## config.mk

```make
export PLATFORM = sky130hd
export DESIGN_NAME = mem_lsu
export DESIGN_NICKNAME = d
export VERILOG_FILES = /design/src/rtl/mem_lsu_pkg.sv /design/src/rtl/mem_lsu_lane.sv /design/src/rtl/mem_lsu.sv
export SDC_FILE = /design/constraint.sdc
export NUM_CORES = 1
export LEC_CHECK = 0
export BUFFER_PORTS_ARGS = -buffer_cell sky130_fd_sc_hd__buf_2
export CORE_MARGIN = 2
export CORE_UTILIZATION = 31
export CTS_CLUSTER_DIAMETER = 50
export DETAILED_ROUTE_END_ITERATION = 10
export SYNTH_ARGS = -nofsm -noshare
export SYNTH_HDL_FRONTEND = slang
export SYNTH_SLANG_ARGS = --single-unit
```

## constraint.sdc

```tcl
create_clock -name clk -period 2 [get_ports clk]
set_input_delay 0.2 -clock clk [delete_from_list [all_inputs] [get_ports clk]]
set_output_delay 0.2 -clock clk [all_outputs]
set_load 0.02 [all_outputs]
```

## src/rtl/mem_lsu_pkg.sv

```systemverilog
// ============================================================================
// Module   : mem_lsu_pkg
// Brief    : Shared pipeline types: ALU ops, LSU ops and LSU FSM states.
// Revision : 1.0
// ============================================================================
`default_nettype none

package mem_lsu_pkg;

    typedef enum logic [3:0] {
        ALU_ADD  = 4'd0,
        ALU_SUB  = 4'd1,
        ALU_AND  = 4'd2,
        ALU_OR   = 4'd3,
        ALU_XOR  = 4'd4,
        ALU_SLL  = 4'd5,
        ALU_SRL  = 4'd6,
        ALU_SRA  = 4'd7,
        ALU_SLT  = 4'd8,
        ALU_SLTU = 4'd9
    } alu_op_t;

    typedef enum logic [2:0] {
        LSU_LB  = 3'd0,
        LSU_LBU = 3'd1,
        LSU_LH  = 3'd2,
        LSU_LHU = 3'd3,
        LSU_LW  = 3'd4,
        LSU_SB  = 3'd5,
        LSU_SH  = 3'd6,
        LSU_SW  = 3'd7
    } lsu_op_t;

    typedef enum logic [1:0] {
        ST_IDLE  = 2'd0,
        ST_BUSY  = 2'd1,
        ST_DONE  = 2'd2,
        ST_DRAIN = 2'd3
    } lsu_state_t;

    typedef enum logic [1:0] {
        SZ_BYTE = 2'd0,
        SZ_HALF = 2'd1,
        SZ_WORD = 2'd2
    } lsu_size_t;

    function automatic logic lsu_is_store(lsu_op_t op);
        return (op == LSU_SB) || (op == LSU_SH) || (op == LSU_SW);
    endfunction

    function automatic lsu_size_t lsu_size(lsu_op_t op);
        case (op)
            LSU_LB, LSU_LBU, LSU_SB: return SZ_BYTE;
            LSU_LH, LSU_LHU, LSU_SH: return SZ_HALF;
            default:                 return SZ_WORD;
        endcase
    endfunction

endpackage

`default_nettype wire

```

## src/rtl/mem_lsu_lane.sv

```systemverilog
// ============================================================================
// Module   : mem_lsu_lane
// Brief    : Byte-lane logic: alignment check, byte enables, store
//            replication and load extract/extend (purely combinational).
// Revision : 1.0
// ============================================================================
`default_nettype none

module mem_lsu_lane
    import mem_lsu_pkg::*;
(
    input  logic [2:0]  i_op,
    input  logic [1:0]  i_addr_lo,
    input  logic [31:0] i_wdata,
    input  logic [31:0] i_rdata,
    output logic        o_misaligned,
    output logic [3:0]  o_be,
    output logic [31:0] o_wdata,
    output logic [31:0] o_ld_data
);

    lsu_op_t   w_op;
    lsu_size_t w_size;
    logic [7:0]  w_byte;
    logic [15:0] w_half;

    assign w_op   = lsu_op_t'(i_op);
    assign w_size = lsu_size(w_op);
    assign w_half = i_addr_lo[1] ? i_rdata[31:16] : i_rdata[15:0];

    always_comb begin
        w_byte = i_rdata[7:0];
        case (i_addr_lo)
            2'd0: w_byte = i_rdata[7:0];
            2'd1: w_byte = i_rdata[15:8];
            2'd2: w_byte = i_rdata[23:16];
            2'd3: w_byte = i_rdata[31:24];
            default: w_byte = i_rdata[7:0];
        endcase
    end

    always_comb begin
        o_misaligned = 1'b0;
        case (w_size)
            SZ_HALF: o_misaligned = i_addr_lo[0];
            SZ_WORD: o_misaligned = (i_addr_lo != 2'b00);
            default: o_misaligned = 1'b0;
        endcase
    end

    // Loads always fetch the full word; lane selection happens on return.
    always_comb begin
        o_be    = 4'b1111;
        o_wdata = i_wdata;
        case (w_op)
            LSU_SB: begin
                o_be    = 4'b0001 << i_addr_lo;
                o_wdata = {4{i_wdata[7:0]}};
            end
            LSU_SH: begin
                o_be    = i_addr_lo[1] ? 4'b1100 : 4'b0011;
                o_wdata = {2{i_wdata[15:0]}};
            end
            default: begin
                o_be    = 4'b1111;
                o_wdata = i_wdata;
            end
        endcase
    end

    always_comb begin
        o_ld_data = i_rdata;
        case (w_op)
            LSU_LB:  o_ld_data = {{24{w_byte[7]}}, w_byte};
            LSU_LBU: o_ld_data = {24'd0, w_byte};
            LSU_LH:  o_ld_data = {{16{w_half[15]}}, w_half};
            LSU_LHU: o_ld_data = {16'd0, w_half};
            default: o_ld_data = i_rdata;
        endcase
    end

endmodule

`default_nettype wire

```

## src/rtl/mem_lsu.sv

```systemverilog
// ============================================================================
// Module   : mem_lsu
// Brief    : MEM-stage load/store unit driving a single-outstanding bus.
// Revision : 1.0
// ============================================================================
`default_nettype none

module mem_lsu
    import mem_lsu_pkg::*;
(
    input  logic        clk,
    input  logic        rst,
    input  logic        req_valid,
    input  logic [2:0]  req_op,
    input  logic [31:0] req_addr,
    input  logic [31:0] req_wdata,
    input  logic        flush,
    input  logic        pipe_adv,
    output logic        stall_o,
    output logic        ld_valid_o,
    output logic [31:0] ld_data_o,
    output logic        exc_adel_o,
    output logic        exc_ades_o,
    output logic        bus_req,
    output logic        bus_we,
    output logic [31:0] bus_addr,
    output logic [3:0]  bus_be,
    output logic [31:0] bus_wdata,
    input  logic        bus_ack,
    input  logic [31:0] bus_rdata
);

    lsu_state_t  r_state;
    lsu_op_t     r_op;
    logic [1:0]  r_addr_lo;
    logic        r_bus_req;
    logic        r_bus_we;
    logic [31:0] r_bus_addr;
    logic [3:0]  r_bus_be;
    logic [31:0] r_bus_wdata;
    logic        r_ld_valid;
    logic [31:0] r_ld_data;

    logic        w_idle;
    logic [2:0]  w_sel_op;
    logic [1:0]  w_sel_lo;
    logic        w_misaligned;
    logic [3:0]  w_be;
    logic [31:0] w_wdata;
    logic [31:0] w_ld_data;
    logic        w_req_ok;
    logic        w_start;
    logic        w_req_store;

    // The lane block sees the incoming request while idle (alignment, bus
    // formatting) and the latched request otherwise (load extraction).
    assign w_idle   = (r_state == ST_IDLE);
    assign w_sel_op = w_idle ? req_op : r_op;
    assign w_sel_lo = w_idle ? req_addr[1:0] : r_addr_lo;

    mem_lsu_lane u_lsu_lane (
        .i_op         (w_sel_op),
        .i_addr_lo    (w_sel_lo),
        .i_wdata      (req_wdata),
        .i_rdata      (bus_rdata),
        .o_misaligned (w_misaligned),
        .o_be         (w_be),
        .o_wdata      (w_wdata),
        .o_ld_data    (w_ld_data)
    );

    assign w_req_store = lsu_is_store(lsu_op_t'(req_op));
    assign w_req_ok    = w_idle && req_valid && !flush && !rst;
    assign w_start     = w_req_ok && !w_misaligned;

    assign exc_adel_o = w_req_ok && w_misaligned && !w_req_store;
    assign exc_ades_o = w_req_ok && w_misaligned &&  w_req_store;
    assign stall_o    = w_start || (r_state == ST_BUSY) || (r_state == ST_DRAIN);
    assign ld_valid_o = r_ld_valid && !flush;
    assign ld_data_o  = r_ld_data;
    assign bus_req    = r_bus_req;
    assign bus_we     = r_bus_we;
    assign bus_addr   = r_bus_addr;
    assign bus_be     = r_bus_be;
    assign bus_wdata  = r_bus_wdata;

    always_ff @(posedge clk) begin
        if (rst) begin
            r_state     <= ST_IDLE;
            r_op        <= LSU_LB;
            r_addr_lo   <= 2'b00;
            r_bus_req   <= 1'b0;
            r_bus_we    <= 1'b0;
            r_bus_addr  <= 32'd0;
            r_bus_be    <= 4'd0;
            r_bus_wdata <= 32'd0;
            r_ld_valid  <= 1'b0;
            r_ld_data   <= 32'd0;
        end else begin
            case (r_state)
                ST_IDLE: begin
                    if (w_start) begin
                        r_state     <= ST_BUSY;
                        r_op        <= lsu_op_t'(req_op);
                        r_addr_lo   <= req_addr[1:0];
                        r_bus_req   <= 1'b1;
                        r_bus_we    <= w_req_store;
                        r_bus_addr  <= {req_addr[31:2], 2'b00};
                        r_bus_be    <= w_be;
                        r_bus_wdata <= w_wdata;
                    end
                end
                ST_BUSY: begin
                    if (bus_ack) begin
                        r_bus_req <= 1'b0;
                        if (flush) begin
                            r_state <= ST_IDLE;
                        end else begin
                            r_state    <= ST_DONE;
                            r_ld_valid <= !lsu_is_store(r_op);
                            if (!lsu_is_store(r_op)) begin
                                r_ld_data <= w_ld_data;
                            end
                        end
                    end else if (flush) begin
                        r_state <= ST_DRAIN;
                    end
                end
                ST_DONE: begin
                    if (flush || pipe_adv) begin
                        r_state    <= ST_IDLE;
                        r_ld_valid <= 1'b0;
                    end
                end
                ST_DRAIN: begin
                    if (bus_ack) begin
                        r_state   <= ST_IDLE;
                        r_bus_req <= 1'b0;
                    end
                end
                default: begin
                    r_state <= ST_IDLE;
                end
            endcase
        end
    end

endmodule

`default_nettype wire
```

==> metrics.yaml <==
finish:
  diodes: 0
  finalInstanceArea_mm2: 0.00827
  final_cell_mix: "205 x buf_2, 105 x dfxtp_1, 59 x nand2_1"
  layout_commonest_cell: "buf_2"
  drive_gt1_share_pct: 57.9
  area_growth_pct: 60.4
  nNetsFinal: 946
  seqCellArea_mm2: 0.00217
  finalNonFillerCells: 1066
  multiInputGateArea_mm2: 0.00346
  n_fill_cell: 1539
logic_synthesis:
  syn_inst: 593
  syn_area_per_cell_um2: 8.69
  ys_seq_area_share_pct: 42.0
  synth_area_mm2: 0.00515
  synth_warnings: 0
  async_flop_share_pct: 0
  synth-main-ff-cell: "dfxtp_1"
  synth_edf_count: 0
  ys_seq_elements: 108
  synth.distinct_cells: 55
critical_path:
  critPathKind: "register to register"
  crit_fanout: 7
  cp_data_required_time_ns: 2.28
  cp_common_cell: "buf_6"
  crit_buf_inv: 5
  cp-end-kind: "register"
  arrival_ns: 2.40
  cpPeakStageDelay_ns: 0.37
  cp_top_family: "compound AO/OA/AOI/OAI gates"
  crit_chain: "or2_4, a221oi_4, buf_6, buf_6, o21a_4, buf_6, buf_8, buf_12, nor2_2, a211oi_2"
  cp_slowest_cell: "dfxtp_4"
  startpoint_type: "register"
timing:
  slew_viol_final: 0
  rsz0062_at_grt: "true"
  worst_pin_slew_ns: 0.680
  fmaxAchievable_mhz: 472
  finalCriticalPeriod_ns: 2.12
  slew_headroom_pct: 54.7
  finalHoldViolations: 0
  fin_skew_ns: 0.00508
  setup_viol_count_final: 75
  setup_slack_ns: -0.117
  finalSetupTns_ns: -5.06
  finalCritPeriodShare_pct: 106
clock_tree:
  ctsLongestPathBuffers: 2
  numCtsBuffers: 9
  cts_root_buffer: "clkbuf_16"
  htree_levels: 3
  clock_latency_ns: 0.36
  hold_buffers: 0
  tritoncts: "built"
  clk_pin_slew_ns: 0.08
  numClockSinks: 108
global_route:
  antenna_found_initial: 0
  grt_pass1_vias: 5043
  grt_max_degree: 109
  gr-total-overflow: 0
  grt_pass1_wl_um: 27000
  grt_usage_pct: 19.0
die:
  die_area_mm2: 0.0177
  core_area_mm2: 0.0164
  rows: 47
  pin_count: 211
  die_width_um: 133
  die_h_um: 133
  start_util_pct: 31.4
placed_design:
  dp.cells: 1019
  hpwl_um: 12000
  portBuffers: 208
  gp_congestion: 0.817
  placed_cell_area_mm2: 0.00668
power:
  swShare_pct: 29.3
  intPower_mw: 3.59
  switchingPower_mw: 1.49
  ir_drop_v: 0.000390
  power.density_mw_per_mm2: 614
  seq_power_share_pct: 44.2
  power_frac_clock_pct: 34.7
  p_leak_nw: 3.61
  pwr-share-comb_pct: 21.1
routing:
  routed_wl_um: 18500
  viasPerCell: 5.10
  vias: 5434
  dr.first_iter.drc_count: 232
  antenna_left: 0
  remaining_drc_errors: 0
  firstDrtPassIters: 6
  wl_per_cell_um: 17.4
run:
  maxCapViolCount: 0
status:
  status: "finished with violations"
  violations: "negative setup slack"
hold_path:
  min_path_type: "input pin to register"
[Yosys cell counts, drive strengths merged (2+ instances only)]
cell	count	area, um2
mux2i	24	240
clkbuf	19	71.3
mux2	2	22.5
dfxtp	108	2160
nor3	5	25.0
a22o	8	70.1
nor2b	4	25.0
nand3	7	35.0
or3b	2	17.5
a2111oi	4	35.0
a2bb2oi	7	61.3
o21a	3	22.5
a221oi	9	91.3
xnor2	2	17.5
buf	34	234
nor2	76	285
or4b	2	23.8
a31oi	5	61.3
o221a	7	78.8
o31ai	2	15.0
a21oi	68	340
nor3b	2	15.0
and2	3	21.3
nor4b	4	35.0
inv	3	11.3
a211oi	50	521
nand2	98	368
a222oi	4	40.0
o21ai	10	50.1
a22oi	4	30.0
or3	2	12.5
[routing by layer]
layer	part of all wire [%]	track usage, %
met1	43	24.5
met2	49	31.5
met3	6.5	4.75
met4	1.5	5.32
met5	0	0
[sequential cells by signal, summed over array words and instances (netlist names), 2 cells and up]
signal     count
bus_addr      30
r_op           3
bus_be         4
r_addr_lo      2
ld_data_o     32
bus_wdata     32
r_state        2
[worst paths after layout]
path                                   start            end  slack (ns)  cells past startpoint
worst max-delay path              r_state[1]  bus_wdata[25]       -0.12                     10
worst min-delay path            req_addr[11]   bus_addr[11]        0.07                      3
worst max register to register    r_state[1]  bus_wdata[25]       -0.12                     10
worst min register to register   bus_addr[7]    bus_addr[7]        0.45                      2
[stage by stage]
stage          power [mW]  setup WS, ns  hold WS [ns]  utilization [%]
6_report             5.08        -0.117        0.0744             50.4
5_1_grt              5.29        -0.239        0.0738             50.4
4_1_cts              4.96        -0.140        0.0651             44.5
3_5_place_dp         3.12       -0.0982         0.443             40.7
3_3_place_gp         3.12       -0.0804         0.439             40.7
2_1_floorplan        2.77        0.0531         0.336                -
[power by group through the flow]
stage	clock, mW	combinational [mW]	sequential, mW
2_1_floorplan	0	0.406	2.36
3_3_place_gp	0	0.824	2.29
3_5_place_dp	0	0.829	2.29
4_1_cts	1.81	0.908	2.24
5_1_grt	1.89	1.15	2.25
6_report	1.76	1.07	2.25
[worst min-delay path, cell delays in order]
cell and delay, ns:
buf_2 0.10, nand2_2 0.05, a21oi_2 0.04
[kinds of logic (layout without fill, tap and decap cells)]
| family | count (synthesis) | count (layout) | share of synthesized area [%] |
|---|---|---|---|
| buffers and inverters | 56 | 308 | 6.14 |
| muxes | 26 | 26 | 5.10 |
| and+or+nand+nor | 212 | 212 | 17.8 |
| xor gates and xnor gates | 2 | 2 | 0.340 |
| AOI/OAI and AO/OA | 188 | 188 | 28.6 |
| other | 1 | 2 | 0.0728 |
| DFF | 108 | 108 | 42.0 |
[what timing repair did]
item / in CTS / in global routing
setup buffers: 9 / 13
pin swaps: 15 / 80
resized for setup: 64 / 172
setup endpoints to repair: 39 / 107
endpoints found under the hold margin: 0 / 0
cloned: 2 / 9
[cell type report]
cell class | instances | share of cell area [%]
clock buffer | 11 | 3.06
sequential | 108 | 26.3
timing repair buffer | 289 | 24.9
clock inverter | 5 | 0.439
inverter | 3 | 0.136
multi-input combinational | 430 | 41.8
tap | 220 | 3.33
No activity file was read; power rests on OpenSTA's default activity.
